--- config.mk ---
export PLATFORM = sky130hd
export DESIGN_NAME = sha_nonce_scheduler
export DESIGN_NICKNAME = d
export VERILOG_FILES = /design/src/rtl/sha_nonce_scheduler.sv
export SDC_FILE = /design/constraint.sdc
export NUM_CORES = 1
export LEC_CHECK = 0
export BUFFER_PORTS_ARGS = -buffer_cell sky130_fd_sc_hd__buf_2
export CORE_UTILIZATION = 25
export CTS_CLUSTER_SIZE = 16
export DETAILED_ROUTE_END_ITERATION = 8
export SYNTH_ARGS = -nofsm -noshare
export SYNTH_HDL_FRONTEND = slang
export SYNTH_SLANG_ARGS = --single-unit
--- constraint.sdc ---
create_clock -name clk -period 5.4 [get_ports clk]
set_clock_uncertainty 0.2 [all_clocks]
set_input_delay 0.27 -clock clk [delete_from_list [all_inputs] [get_ports clk]]
set_output_delay 0.27 -clock clk [all_outputs]
set_load 0.02 [all_outputs]
--- src/rtl/sha_nonce_scheduler.sv ---
`default_nettype none
// ============================================================================
//  Module   : sha_nonce_scheduler
//  Purpose  : Collects golden-nonce results from NUM_CORES SHA256 cores.
//             Each core owns a pending register. A round-robin arbiter moves
//             pending results into a show-ahead result FIFO. The FIFO feeds a
//             valid/ready stream toward the host transmit logic. Overwrite
//             attempts on a busy pending slot are counted, not lost silently.
//  Revision : 1.0  initial release
// ----------------------------------------------------------------------------
//  Ports
//    clk          system clock
//    rst          synchronous active-high reset
//    enable       capture enable for core results
//    data_in      per-core {flag, nonce[31:0]}, slice i at [33i+32:33i]
//    core_ack     one-cycle pulse per core when its result enters the FIFO
//    nonce_out    nonce at FIFO head (0 when empty)
//    core_id      originating core of FIFO head (0 when empty)
//    nonce_valid  FIFO non-empty
//    nonce_ready  consumer accepts head when high together with nonce_valid
//    fifo_full    FIFO holds FIFO_DEPTH entries
//    drop_count   saturating count of cycles with at least one dropped result
//    busy         any pending result or FIFO non-empty
// ============================================================================
module sha_nonce_scheduler #(
    parameter  int NUM_CORES  = 2,
    parameter  int FIFO_DEPTH = 4,
    localparam int CID_W      = (NUM_CORES > 1) ? $clog2(NUM_CORES) : 1
) (
    input  logic                   clk,
    input  logic                   rst,
    input  logic                   enable,
    input  logic [33*NUM_CORES-1:0] data_in,
    output logic [NUM_CORES-1:0]   core_ack,
    output logic [31:0]            nonce_out,
    output logic [CID_W-1:0]       core_id,
    output logic                   nonce_valid,
    input  logic                   nonce_ready,
    output logic                   fifo_full,
    output logic [7:0]             drop_count,
    output logic                   busy
);

    localparam int AW = (FIFO_DEPTH > 1) ? $clog2(FIFO_DEPTH) : 1;
    localparam int CW = AW + 1;
    localparam int EW = CID_W + 32;

    // Per-core capture state
    logic [NUM_CORES-1:0] pending_q, pending_d;
    logic [31:0]          held_q [NUM_CORES];
    logic [31:0]          held_d [NUM_CORES];
    logic [CID_W-1:0]     rr_q, rr_d;

    // Result FIFO
    logic [EW-1:0]        mem_q [FIFO_DEPTH];
    logic [AW-1:0]        wr_ptr_q, wr_ptr_d;
    logic [AW-1:0]        rd_ptr_q, rd_ptr_d;
    logic [CW-1:0]        count_q, count_d;

    logic [NUM_CORES-1:0] ack_q, ack_d;
    logic [7:0]           drop_q, drop_d;

    logic                 grant_valid;
    logic [CID_W-1:0]     grant_id;
    logic [NUM_CORES-1:0] grant_oh;
    logic [NUM_CORES-1:0] cap_flag;
    logic                 any_drop;
    logic                 push;
    logic                 pop;
    logic [EW-1:0]        head;

    assign fifo_full   = (count_q == CW'(FIFO_DEPTH));
    assign nonce_valid = (count_q != '0);
    assign push        = grant_valid;
    assign pop         = nonce_valid && nonce_ready;
    assign head        = mem_q[rd_ptr_q];
    assign nonce_out   = nonce_valid ? head[31:0]    : 32'd0;
    assign core_id     = nonce_valid ? head[EW-1:32] : '0;
    assign core_ack    = ack_q;
    assign drop_count  = drop_q;
    assign busy        = (pending_q != '0) || nonce_valid;

    // Round-robin search starts one past the last granted core, so the core
    // just served has the lowest priority on the next grant.
    always_comb begin
        grant_valid = 1'b0;
        grant_id    = '0;
        grant_oh    = '0;
        if ((pending_q != '0) && !fifo_full) begin
            for (int k = 1; k <= NUM_CORES; k++) begin
                if (!grant_valid && pending_q[(int'(rr_q) + k) % NUM_CORES]) begin
                    grant_valid = 1'b1;
                    grant_id    = CID_W'((int'(rr_q) + k) % NUM_CORES);
                end
            end
        end
        if (grant_valid) begin
            grant_oh[grant_id] = 1'b1;
        end
    end

    always_comb begin
        for (int i = 0; i < NUM_CORES; i++) begin
            cap_flag[i] = enable && data_in[33*i+32];
        end
    end

    always_comb begin
        pending_d = pending_q;
        held_d    = held_q;
        ack_d     = grant_oh;
        any_drop  = 1'b0;
        for (int i = 0; i < NUM_CORES; i++) begin
            if (cap_flag[i]) begin
                // A slot being granted this cycle frees up at the edge, so a
                // fresh result can replace it without counting as a drop.
                if (!pending_q[i] || grant_oh[i]) begin
                    pending_d[i] = 1'b1;
                    held_d[i]    = data_in[33*i +: 32];
                end else begin
                    any_drop = 1'b1;
                end
            end else if (grant_oh[i]) begin
                pending_d[i] = 1'b0;
            end
        end

        rr_d     = grant_valid ? grant_id : rr_q;
        wr_ptr_d = push ? wr_ptr_q + AW'(1) : wr_ptr_q;
        rd_ptr_d = pop  ? rd_ptr_q + AW'(1) : rd_ptr_q;

        case ({push, pop})
            2'b10:   count_d = count_q + CW'(1);
            2'b01:   count_d = count_q - CW'(1);
            default: count_d = count_q;
        endcase

        drop_d = (any_drop && (drop_q != 8'hFF)) ? drop_q + 8'd1 : drop_q;
    end

    always_ff @(posedge clk) begin
        if (rst) begin
            pending_q <= '0;
            for (int i = 0; i < NUM_CORES; i++) begin
                held_q[i] <= 32'd0;
            end
            rr_q     <= CID_W'(NUM_CORES - 1);
            wr_ptr_q <= '0;
            rd_ptr_q <= '0;
            count_q  <= '0;
            ack_q    <= '0;
            drop_q   <= 8'd0;
        end else begin
            pending_q <= pending_d;
            held_q    <= held_d;
            rr_q      <= rr_d;
            wr_ptr_q  <= wr_ptr_d;
            rd_ptr_q  <= rd_ptr_d;
            count_q   <= count_d;
            ack_q     <= ack_d;
            drop_q    <= drop_d;
        end
    end

    // Storage needs no reset: outputs are gated by the count.
    always_ff @(posedge clk) begin
        if (!rst && push) begin
            mem_q[wr_ptr_q] <= {grant_id, held_q[grant_id]};
        end
    end

endmodule
`default_nettype wire
* After elaboration in Yosys (flattened, before gate mapping)
Memories as Yosys holds them, arrays and structs flattened. A register that Yosys moved wholly into a read port is not among the register bits.
Index checks and enable logic that the tools add are counted.
** Word-level totals
- Logic and storage cells :: 93
- Output and inout port bits :: 46
- Input port bits :: 70
- Bits in writable memories :: 132
- Memories kept :: 1
- Bits in registers :: 84
** Cells by class
- Magnitude comparators :: 5
- Add/subtract/negate cells :: 7
- Bitwise logic cells :: 3
- Equality and inequality tests :: 6
- Reductions and logical operators :: 25
- Muxes and demuxes :: 36
** Memories
- mem_q :: words 4, bits a word 33, rd ports 1, clocked after Yosys merged registers in 1, write ports 1, line 55 : logic [EW-1:0] mem_q [FIFO_DEPTH];
** Operators with widths (number)
- 2-to-1 mux 32 bit :: 4
- 2-to-1 mux 1 bit :: 27
- adder 8 x 1 -> 8 bit, second input constant :: 1
- logical AND 1 bit :: 8
- != test 8 bit, second input constant :: 1
- AND reduction 2 bit :: 4
- nonzero test 2 bit :: 4
- less-than comparator 2 x 3 -> 1 bit, second input constant :: 2
- 2-to-1 mux 2 bit :: 3
- one-hot mux 3 bit (2 select lines) :: 1
- logical NOT 1 bit :: 5
- adder 2 x 1 -> 2 bit, second input constant :: 2
- != test 2 x 1 -> 1 bit, second input constant :: 2
- adder 3 x 1 -> 3 bit, second input constant :: 1
- equality test 3 bit, second input constant :: 1
- logical OR 1 bit :: 3
- nonzero test 3 bit :: 1
- subtractor 3 x 1 -> 3 bit, second input constant :: 1
- adder 1 bit, second input constant :: 2
- AND 1 bit, first input constant :: 2
- equality test 2 x 1 -> 1 bit, second input constant :: 1
- equality test 2 bit, second input constant :: 1
- >= comparator 2 bit, second input constant :: 1
- less-than comparator 1 x 2 -> 1 bit, second input constant :: 1
- 3 further kinds :: 3

* Logic depth before layout (Yosys ltp)
- Depth after elaboration :: 22
- Gate-level depth with buffers :: 9
- Depth with buffers taken out :: 8

* Worst setup path before layout
No wires, ideal clock.
- Path type :: register -> register
- Start point :: register count_q[0]
- End point :: register count_q[2]
- Setup time :: 0.070 ns
- Cell stages (with the launch flop) :: 9
- Required time :: 5.130 ns
- Arrival time :: 2.200 ns
- Clock period less this slack :: 2.470 ns
- Setup slack :: 2.930 ns
- Path buffers :: 0
- Cells stage by stage :: dfxtp_1 > or3b_4 > o21ai_1 > ha_1 > inv_1 > fa_1 > xor2_1 > or3_1 > a21oi_1
** Between the ends
- Longest elaborated chain between the ends :: 6
- Elaborated cells on any way between the ends :: 12
- Classes of those cells :: add/sub (2); eq/ne (3); mux (2); reduce/logical (5)
** Ends and longest elaborated chain
- from (decl) :: line 58 : logic [CW-1:0] count_q, count_d;
- from (signal assigned) :: line 159 : count_q <= count_d;
- equality test 3 bit :: line 72 : assign fifo_full = (count_q == CW'(FIFO_DEPTH));
- logical NOT 1 bit :: line 89 : if ((pending_q != '0) && !fifo_full) begin
- logical AND 1 bit :: line 89
- 2-to-1 mux 1 bit :: line 89
- equality test 2 x 1 -> 1 bit or equality test 2 bit (tied branches) :: line 132 : case ({push, pop})
- one-hot mux 3 bit (2 select lines) or nonzero test 2 bit (tied branches)
Several ways; a longest one is shown, not always the timed one.
A chain may end at the register's enable or synchronous reset.

==> metrics <==
layout cells sized above 1 0.242; CTS tree done; Root Driver clkbuf_16; clk slew on worst S/H paths ~0.060 ns; number of gates resized after cts 0; DRC errors left 0; largest net degree at the start of global routing between 70 and 80; via count 5497; sequential share of the synthesized area 0.649; number of port buffers roughly 120; n_diodes 0; DRT Pass-1 Iters 5; most common cell after layout, fill and taps aside edfxtp_1; WL/cell roughly 15 microns; CTS sink cnt 218; CTS max path bufs 3; Setup Slack @ Placement between 2 and 3 ns; Post CTS Setup Buffer Count 0; floorplan die width around 190 microns; syn_area_per_cell 13.5 sq um; io pins 116; final WL 20.1 mm; Lkg Pwr 0.00428 uW; initial antenna violation count 0; launch point of the worst reg-to-reg path count_q[0]; Setup TNS 0 ns; Synth area leaders edfxtp_1, dfxtp_1, mux4_2, mux2i_1, nand2_1; YS warnings 0; Worst-Skew Late Latency a little over 0.5 ns; FF-to-FF setup slack 2.62 ns; Post-synth EDFFs roughly 130; # setup viols final 0; Post-Synthesis Cell Area slightly below 0.009 sq mm; Vias/cell approximately 4.2; first-pass GRT wire length 31.1 mm; Max Slew Vio Count 0; peak fanout along the critical path 33; global-route usage over all layers 0.113; RSZ-0062 raised after global routing no; PD cells 402 mW/mm^2; post-synth top area share 0.452; Total Power ~4600 uW; worst slew pin tran 1.05 ns; gr ovfl total 0; Final min period 2.80 ns; register bit total from synthesis 218; Num CTS Buffers 25; most frequent cells in the layout edfxtp_1, buf_2, nand2_1, dfxtp_1, nor2_1; Yosys top cell by area edfxtp_1; initial drt markers 170; placer congestion estimate slightly above 0.7; final worst setup slack between 2 and 3 ns; Max Fclk ~0.36 GHz; HPWL after DPL between 10 and 15 mm; number of max-cap violations 0; Net Count, Synth approximately 720; Rows 68; critical path class reg2out; critical path endpoint nonce_out[23]; RR Endpoint count_q[2]; worst endpoint data arrival time 2.33 ns; R2R cell count 8; startpoint types flop; Die Y approximately 190 microns; Filler cells approximately 3500; Final Hold Fails 0; FF+latch area approximately 0.0057 sq mm; antenna viol nets, final 0; outcome finished clean; P&R area growth vs syn 29.5%; period utilization 0.519; area of the multi-input gates a little under 0.003 sq mm; Nets 906; count of cell types in the netlist 38; Slew Limit Headroom 0.297; synthesized netlist cell count between 600 and 700; VDD IR-drop max between 0.00015 and 0.0002 V; Async SR Flop Fraction 0; Starting Density 0.254; Main synth FF type edfxtp_1; number of global-route vias before repair 5610; CORE AREA around 0.035 sq mm; die area about 0.036 sq mm; H-tree Lvls 1; Setup crit end kind output port; CP Data Required Time ~4.9 ns; Hold/Removal Path Class in2reg
## cells in the mapped netlist, drive strengths merged (7+ instances only)
library cell / instances
and2: 38
nand2: 100
mux2: 7
nor2b: 8
mux2i: 66
buf: 9
dfxtp: 86
nor2: 83
inv: 7
clkbuf: 26
edfxtp: 132
mux4: 33
a21oi: 8
## worst max-delay path, cell delays in order (launching register included)
cell	delay (ns)
dfxtp_4	0.83
mux4_2	0.65
and2_1	0.18
buf_2	0.16
## stage by stage
stage	hold WS, ns	util	cells	instance area [sq um]
floorplan	0.217	-	647	8770
global placement	0.273	0.285	1187	9830
detailed placement	0.280	0.285	1187	9830
CTS	0.0914	0.329	1302	11400
global route	0.111	0.329	1302	11400
finish	0.113	0.329	1302	11400
## where the power goes
group	internal [uW]	leakage, uW	switching, uW
Combinational	412	0.00198	504
Clock	1040	0.000399	646
Sequential	1840	0.00189	117
Total	3290	0.00428	1270
## worst min path at each step
stage | startpoint | to | slack (ns) | cells after the start
final | enable | drop_count[6] | 0.11 | 4
after global routing | enable | drop_count[7] | 0.11 | 4
after CTS | enable | drop_count[6] | 0.09 | 4
after detailed placement | held_q[27] | held_q[27] | 0.28 | 2
after global placement | held_q[31] | held_q[31] | 0.27 | 2
after floorplan | data_in[33] | held_q[0] | 0.22 | 2
## cell families after synthesis
kind of cell               count (synthesis)  share of synthesized area
AOI/OAI and AO/OA                         21                     0.0204
xor gates and xnor gates                   5                    0.00500
muxes                                    106                      0.169
and+or+nand+nor                          248                      0.126
DFF                                      218                      0.649
buffers and inverters                     42                     0.0201
adders and majority gates                  7                     0.0108
## flip-flops by register name (all words and copies together), names as in the netlist, named ones only
signal and count:
core_ack 2, count_q 3, drop_count 8, held_q 64, mem_q 132, pending_q 2
rd_ptr_q 2, rr_q 1, wr_ptr_q 2
## per-layer routing
| layer | vias up | GRT usage | wire (microns) |
|---|---|---|---|
| met1 | 2695 | 0.152 | 9650 |
| met2 | 99 | 0.186 | 9340 |
| met3 | 30 | 0.0182 | 677 |
| met4 | 0 | 0.0310 | 443 |
| li1 | 2673 | - | - |
| met5 | - | 0 | 0 |
## layout make-up
class | count | area share
Sequential cell | 218 | 0.501
Clock inverter | 16 | 0.0158
Tap cell | 455 | 0.0502
Inverter | 7 | 0.00231
Timing Repair Buffer | 190 | 0.116
Clock buffer | 29 | 0.0564
Multi-Input combinational cell | 387 | 0.258
## timing repair
action	4_1_cts	5_1_grt
setup endpoints to repair	0	0
endpoints found under the hold margin	78	0
hold buffers	70	0
(Power assumes the default switching activity.)
